===== src/rtl/mac_log_pkg.sv =====
// Shared types and sizing helpers for the log-domain MAC and its sequencer.
package mac_log_pkg;

    typedef enum logic [2:0] {
        S_IDLE,
        S_CLEAR,
        S_RUN,
        S_DRAIN,
        S_OUT
    } seq_state_t;

    localparam int DATA_WIDTH_DEF = 4;
    localparam int PROD_WIDTH     = 2**DATA_WIDTH_DEF;

    // Headroom of 6 bits lets 64 full-scale products accumulate without wrap.
    function automatic int default_acc_width(input int dw);
        return 2**dw + 6;
    endfunction

endpackage


===== src/rtl/mac_log_seq.sv =====
// Sequencer for one log-domain MAC: clear, stream N operand pairs, drain the
// MAC pipeline and hand the accumulator out on a valid/ready result port.
module mac_log_seq
    import mac_log_pkg::*;
#(
    parameter int DATA_WIDTH = 4,
    parameter int ACC_WIDTH  = default_acc_width(DATA_WIDTH),
    parameter int LEN_W      = 8,
    parameter int MAC_LAT    = 2
) (
    input  logic                  clk,
    input  logic                  reset,
    input  logic                  start,
    input  logic [LEN_W-1:0]      vec_len,
    output logic                  busy,
    output logic                  err_zero_len,
    input  logic                  in_valid,
    output logic                  in_ready,
    input  logic [DATA_WIDTH-1:0] in_weight,
    input  logic [DATA_WIDTH-1:0] in_act,
    output logic                  mac_en,
    output logic                  mac_clr,
    output logic [DATA_WIDTH-1:0] mac_weight,
    output logic [DATA_WIDTH-1:0] mac_act,
    input  logic [ACC_WIDTH-1:0]  mac_out,
    output logic                  res_valid,
    input  logic                  res_ready,
    output logic [ACC_WIDTH-1:0]  res_data
);

    generate
        if (MAC_LAT < 1) begin : g_bad_mac_lat
            $error("mac_log_seq: MAC_LAT must be at least 1");
        end
    endgenerate

    localparam int DCW = $clog2(MAC_LAT + 1);

    seq_state_t           r_state, w_next;
    logic [LEN_W-1:0]     r_len;
    logic [LEN_W-1:0]     r_remain;
    logic [DCW-1:0]       r_drain;
    logic                 r_res_valid;
    logic [ACC_WIDTH-1:0] r_res_data;
    logic                 r_err;

    logic w_hs, w_res_hs, w_len_zero, w_cmd_window, w_last_drain;

    assign w_hs         = in_valid & in_ready;
    assign w_res_hs     = r_res_valid & res_ready;
    assign w_len_zero   = (vec_len == '0);
    // A command is only taken in IDLE or in the very cycle the result leaves.
    assign w_cmd_window = (r_state == S_IDLE) | ((r_state == S_OUT) & w_res_hs);
    assign w_last_drain = (r_drain == DCW'(MAC_LAT - 1));

    always_comb begin
        w_next   = r_state;
        in_ready = 1'b0;
        mac_en   = 1'b0;
        case (r_state)
            S_IDLE:  if (start && !w_len_zero) w_next = S_CLEAR;
            S_CLEAR: w_next = S_RUN;
            S_RUN: begin
                in_ready = 1'b1;
                mac_en   = in_valid;
                if (in_valid && r_remain == LEN_W'(1)) w_next = S_DRAIN;
            end
            S_DRAIN: if (w_last_drain) w_next = S_OUT;
            S_OUT:   if (w_res_hs) w_next = (start && !w_len_zero) ? S_CLEAR : S_IDLE;
            default: w_next = S_IDLE;
        endcase
    end

    always_ff @(posedge clk) begin
        if (reset) begin
            r_state     <= S_IDLE;
            r_len       <= '0;
            r_remain    <= '0;
            r_drain     <= '0;
            r_res_valid <= 1'b0;
            r_res_data  <= '0;
            r_err       <= 1'b0;
        end else begin
            r_state <= w_next;
            r_err   <= w_cmd_window & start & w_len_zero;
            if (w_cmd_window & start & !w_len_zero)
                r_len <= vec_len;
            case (r_state)
                S_CLEAR: begin
                    r_remain <= r_len;
                    r_drain  <= '0;
                end
                S_RUN: if (w_hs) r_remain <= r_remain - 1'b1;
                S_DRAIN: begin
                    r_drain <= r_drain + 1'b1;
                    if (w_last_drain) begin
                        r_res_data  <= mac_out;
                        r_res_valid <= 1'b1;
                    end
                end
                S_OUT: if (w_res_hs) r_res_valid <= 1'b0;
                default: ;
            endcase
        end
    end

    assign busy         = (r_state != S_IDLE);
    assign err_zero_len = r_err;
    assign mac_clr      = reset | (r_state == S_CLEAR);
    assign mac_weight   = in_weight;
    assign mac_act      = in_act;
    assign res_valid    = r_res_valid;
    assign res_data     = r_res_data;

endmodule

===== config.mk =====
export PLATFORM = sky130hd
export DESIGN_NAME = mac_log_seq
export DESIGN_NICKNAME = d
export VERILOG_FILES = /design/src/rtl/mac_log_pkg.sv /design/src/rtl/mac_log_seq.sv
export SDC_FILE = /design/constraint.sdc
export NUM_CORES = 1
export LEC_CHECK = 0
export BUFFER_PORTS_ARGS = -buffer_cell sky130_fd_sc_hd__buf_4
export CORE_ASPECT_RATIO = 1.4
export CORE_MARGIN = 8
export CORE_UTILIZATION = 35
export CTS_BUF_LIST = sky130_fd_sc_hd__clkbuf_16
export CTS_CLUSTER_SIZE = 16
export DETAILED_ROUTE_END_ITERATION = 7
export GPL_ROUTABILITY_DRIVEN = 0
export PLACE_DENSITY_LB_ADDON = 0.2
export SKIP_LAST_GASP = 1
export SYNTH_ARGS = -nofsm -noshare
export SYNTH_HDL_FRONTEND = slang
export SYNTH_SLANG_ARGS = --single-unit

===== constraint.sdc =====
create_clock -name clk -period 2.25 [get_ports clk]
set_clock_uncertainty 0.1 [all_clocks]
set_input_delay 0 -clock clk [delete_from_list [all_inputs] [get_ports clk]]
set_output_delay 0 -clock clk [all_outputs]
set_load 0.01 [all_outputs]

==> flow_summary.json <==
{
  "cp-start-kind": "flip-flop",
  "cap_violations": 0,
  "ys.flop_type": "sky130_fd_sc_hd__dfxtp_1",
  "route.met3.wl_um": 448,
  "antenna_cells_inserted": 0,
  "cts_tree": "done",
  "clock_power_share_pct": 37.9,
  "final_wl_mm": 5.61,
  "die-width_um": 80.2,
  "cts.repair_timing.setup_buffer_count": 0,
  "switchingPower_mw": 0.439,
  "number_of_synthesized_flops_with_an_enable_pin": 0,
  "worst_path_max_fanout": 16,
  "final-hold-violation-count": 0,
  "worst_ep_arrival_time_ns": 2.11,
  "dpl.hpwl_mm": 3.64,
  "seq_area_frac_synth_pct": 44.7,
  "netlist.area_leader.share_pct": 44.7,
  "clock_sinks": 45,
  "core_utilization_of_the_finished_layout_pct": 54.5,
  "clkTransAtPathRegs_ns": 0.06,
  "post_drt_wl_per_cell_um": 13.8,
  "internal-power_mw": 1.38,
  "netlist_instances": 248,
  "first_pass_grt_wire_length_mm": 9.07,
  "max_clock_freq_mhz": 501,
  "cts_resized": 0,
  "buffer_ports.inserted": 62,
  "pwr_density_cell_nw_per_um2": 605,
  "p_comb_share_pct": 15.6,
  "layout_min_cycle_time_ns": 1.99,
  "synth-simple-area-share_pct": 24.3,
  "synth_compound_gate_area_share_pct": 18.1,
  "synthDominantAreaCellType": "sky130_fd_sc_hd__dfxtp_1",
  "status": "finished, final reports clean",
  "start_util_pct": 36.5,
  "grt_max_degree": 50,
  "met1Wirelength_mm": 2.28,
  "final-setup-viol-count": 0,
  "post_drt_via_cell_ratio": 4.90,
  "drive_gt1_share_pct": 22.7,
  "grt_overflow": 0,
  "numCtsBuffers": 5,
  "main_combinational_cell_family_by_area_after_synthesis": "simple AND/OR/NAND/NOR gates",
  "async_flop_share_pct": 0,
  "cellLeakagePower_nw": 1.21,
  "area.growth.synth_to_final_pct": 49.2,
  "crit_path_end_kind": "flip-flop",
  "worst_ep_required_time_ns": 2.36,
  "drt_iter0_drc": 84,
  "drt-pass1-iter-count": 4,
  "placementRows": 32,
  "max-slew-margin-rel_pct": 53.7,
  "grt_setup_unrepaired": "false",
  "largest_cells_by_area_after_synthesis": "sky130_fd_sc_hd__dfxtp_1, sky130_fd_sc_hd__nand2_1, sky130_fd_sc_hd__a21oi_1",
  "grt_util_all_layers_pct": 13.1,
  "timing.setup.critical_path_class": "reg2reg",
  "holdCritPathClass": "in2reg",
  "design.portCount": 79,
  "detailroute.via_count": 1995,
  "syn-mean-instance-area_um2": 8.13,
  "yosys.area_share.adder_pct": 1.86,
  "synth-seq-cells": 45,
  "synth_xor_area_share_pct": 0,
  "library_cells_used_by_synthesis": 42,
  "finish.net_count": 384,
  "fillerInstances": 530,
  "seq_power_share_pct": 46.5,
  "worstMarginPinSlew_ns": 0.688,
  "ctsRootBufferMaster": "sky130_fd_sc_hd__clkbuf_16",
  "synth.area.mux_share_pct": 3.97,
  "core_area_um2": 5530,
  "die_area_um2": 8480,
  "total_power_mw": 1.82,
  "antenna_found_initial": 0,
  "die_height_um": 106,
  "place_area_um2": 2470,
  "ant_nets": 0,
  "setup-tns-final_ns": 0,
  "synth.yosys.warnings": 0,
  "met2RoutedLength_mm": 2.80,
  "synth.net_count": 294,
  "irDropWorstVdd_mv": 0.493,
  "final_area_um2": 3010,
  "worst_skew_pair.late_latency_ns": 0.28,
  "drc": 0,
  "cts_buffer_depth": 2,
  "topRoutingLayerUsed": "met4",
  "timing.final.crit_share_pct": 88.7,
  "slew_violations": 0,
  "htreeDepth": 2,
  "synth.cell_area_um2": 2020,
  "switching_share_pct": 24.1,
  "grt_pass1_vias": 1904
}
==> metrics by stage <==
step | setup slack, ns | hold WS (ns) | std cells
2_1_floorplan | 0.563 | -0.00823 | 248
3_3_place_gp | 0.373 | -0.0999 | 359
3_5_place_dp | 0.339 | -0.0999 | 359
4_1_cts | 0.320 | 0.0803 | 407
5_1_grt | 0.161 | 0.0879 | 407
6_report | 0.255 | 0.0653 | 407
==> Yosys cell counts (all sizes together), types with 2 or more instances <==
cell type  count
a211oi         2
a21o           5
a21oi         36
a22oi          2
and2           2
and3           2
buf           12
clkbuf        10
dfxtp         45
ha             3
inv            6
mux2i          8
nand2         53
nand2b         3
nand3          3
nand3b         2
nor2          18
nor2b          3
nor3           5
nor4           6
nor4b          2
o21ai          6
or3            2
or3b           2
==> layout make-up <==
class	count	area (um^2)	area share [%]
flip-flops and latches	45	901	29.9
repair buffers	105	888	29.5
well taps	68	85.1	2.83
inverters	6	22.5	0.748
multi-input cells	175	972	32.3
clock buffers	5	125	4.16
clock inverters	3	15.0	0.499
==> critical path: stages (launching register included) <==
cell                      delay (ns)
sky130_fd_sc_hd__dfxtp_1        0.47
sky130_fd_sc_hd__or3b_1         0.60
sky130_fd_sc_hd__inv_2          0.22
sky130_fd_sc_hd__nor2_1         0.07
sky130_fd_sc_hd__or3_1          0.33
sky130_fd_sc_hd__a21oi_1        0.14
==> final timing paths <==
path | start | end | slack (ns) | cells past startpoint
worst max-delay path | r_state[1] | r_remain[0] | 0.26 | 5
worst min register to register | res_data[7] | res_data[7] | 0.35 | 2
worst max register to register | r_state[1] | r_remain[0] | 0.26 | 5
worst min-delay path | reset | r_len[1] | 0.07 | 2
==> kinds of logic (layout without fill, tap and decap cells) <==
logic type,after synthesis,after routing
simple gates,105,105
compound gates,59,59
flops,45,45
buf+inv,28,119
mux,8,8
fa+ha+maj,3,3
==> repair_timing <==
action / CTS / global route
endpoints found under the hold margin: 41 / 0
endpoints found under the setup margin: 0 / 0
hold buffers: 40 / 0
==> layer usage <==
layer / up-vias / global-route usage (%)
li1: 1017 / -
met1: 915 / 14.7
met2: 55 / 21.5
met3: 8 / 6.04
met4: 0 / 3.92
met5: - / 0
==> placed cells by master, fill, tap and decap left out, types with 2 or more instances in the layout <==
cell type / count
sky130_fd_sc_hd__nand3b_1: 2
sky130_fd_sc_hd__a21oi_1: 36
sky130_fd_sc_hd__o21ai_1: 2
sky130_fd_sc_hd__nor4_1: 6
sky130_fd_sc_hd__buf_4: 65
sky130_fd_sc_hd__dfxtp_1: 45
sky130_fd_sc_hd__inv_1: 7
sky130_fd_sc_hd__nand2_1: 53
sky130_fd_sc_hd__or3_1: 2
sky130_fd_sc_hd__a22oi_1: 2
sky130_fd_sc_hd__nand3_1: 3
sky130_fd_sc_hd__o21ai_0: 4
sky130_fd_sc_hd__a21o_1: 5
sky130_fd_sc_hd__nor2_1: 18
sky130_fd_sc_hd__ha_1: 3
sky130_fd_sc_hd__nand2b_1: 3
sky130_fd_sc_hd__nor3_1: 5
sky130_fd_sc_hd__nor2b_1: 3
sky130_fd_sc_hd__dlygate4sd3_1: 40
sky130_fd_sc_hd__clkbuf_16: 5
sky130_fd_sc_hd__and3_1: 2
sky130_fd_sc_hd__mux2i_1: 8
sky130_fd_sc_hd__nor4b_1: 2
==> power by group through the flow <==
| stage | combinational (mW) | sequential [mW] | clock [mW] |
|---|---|---|---|
| after floorplan | 0.159 | 0.851 | 0 |
| after global placement | 0.221 | 0.863 | 0 |
| after detailed placement | 0.222 | 0.864 | 0 |
| after CTS | 0.284 | 0.846 | 0.710 |
| after global routing | 0.311 | 0.851 | 0.740 |
| final | 0.283 | 0.846 | 0.691 |
==> flip-flops by register name, summed over array words and instances (netlist names) <==
register	flops
err_zero_len	1
r_drain	2
r_len	8
r_remain	8
r_state	3
res_data	22
res_valid	1
Power figures use the tool's default switching activity.
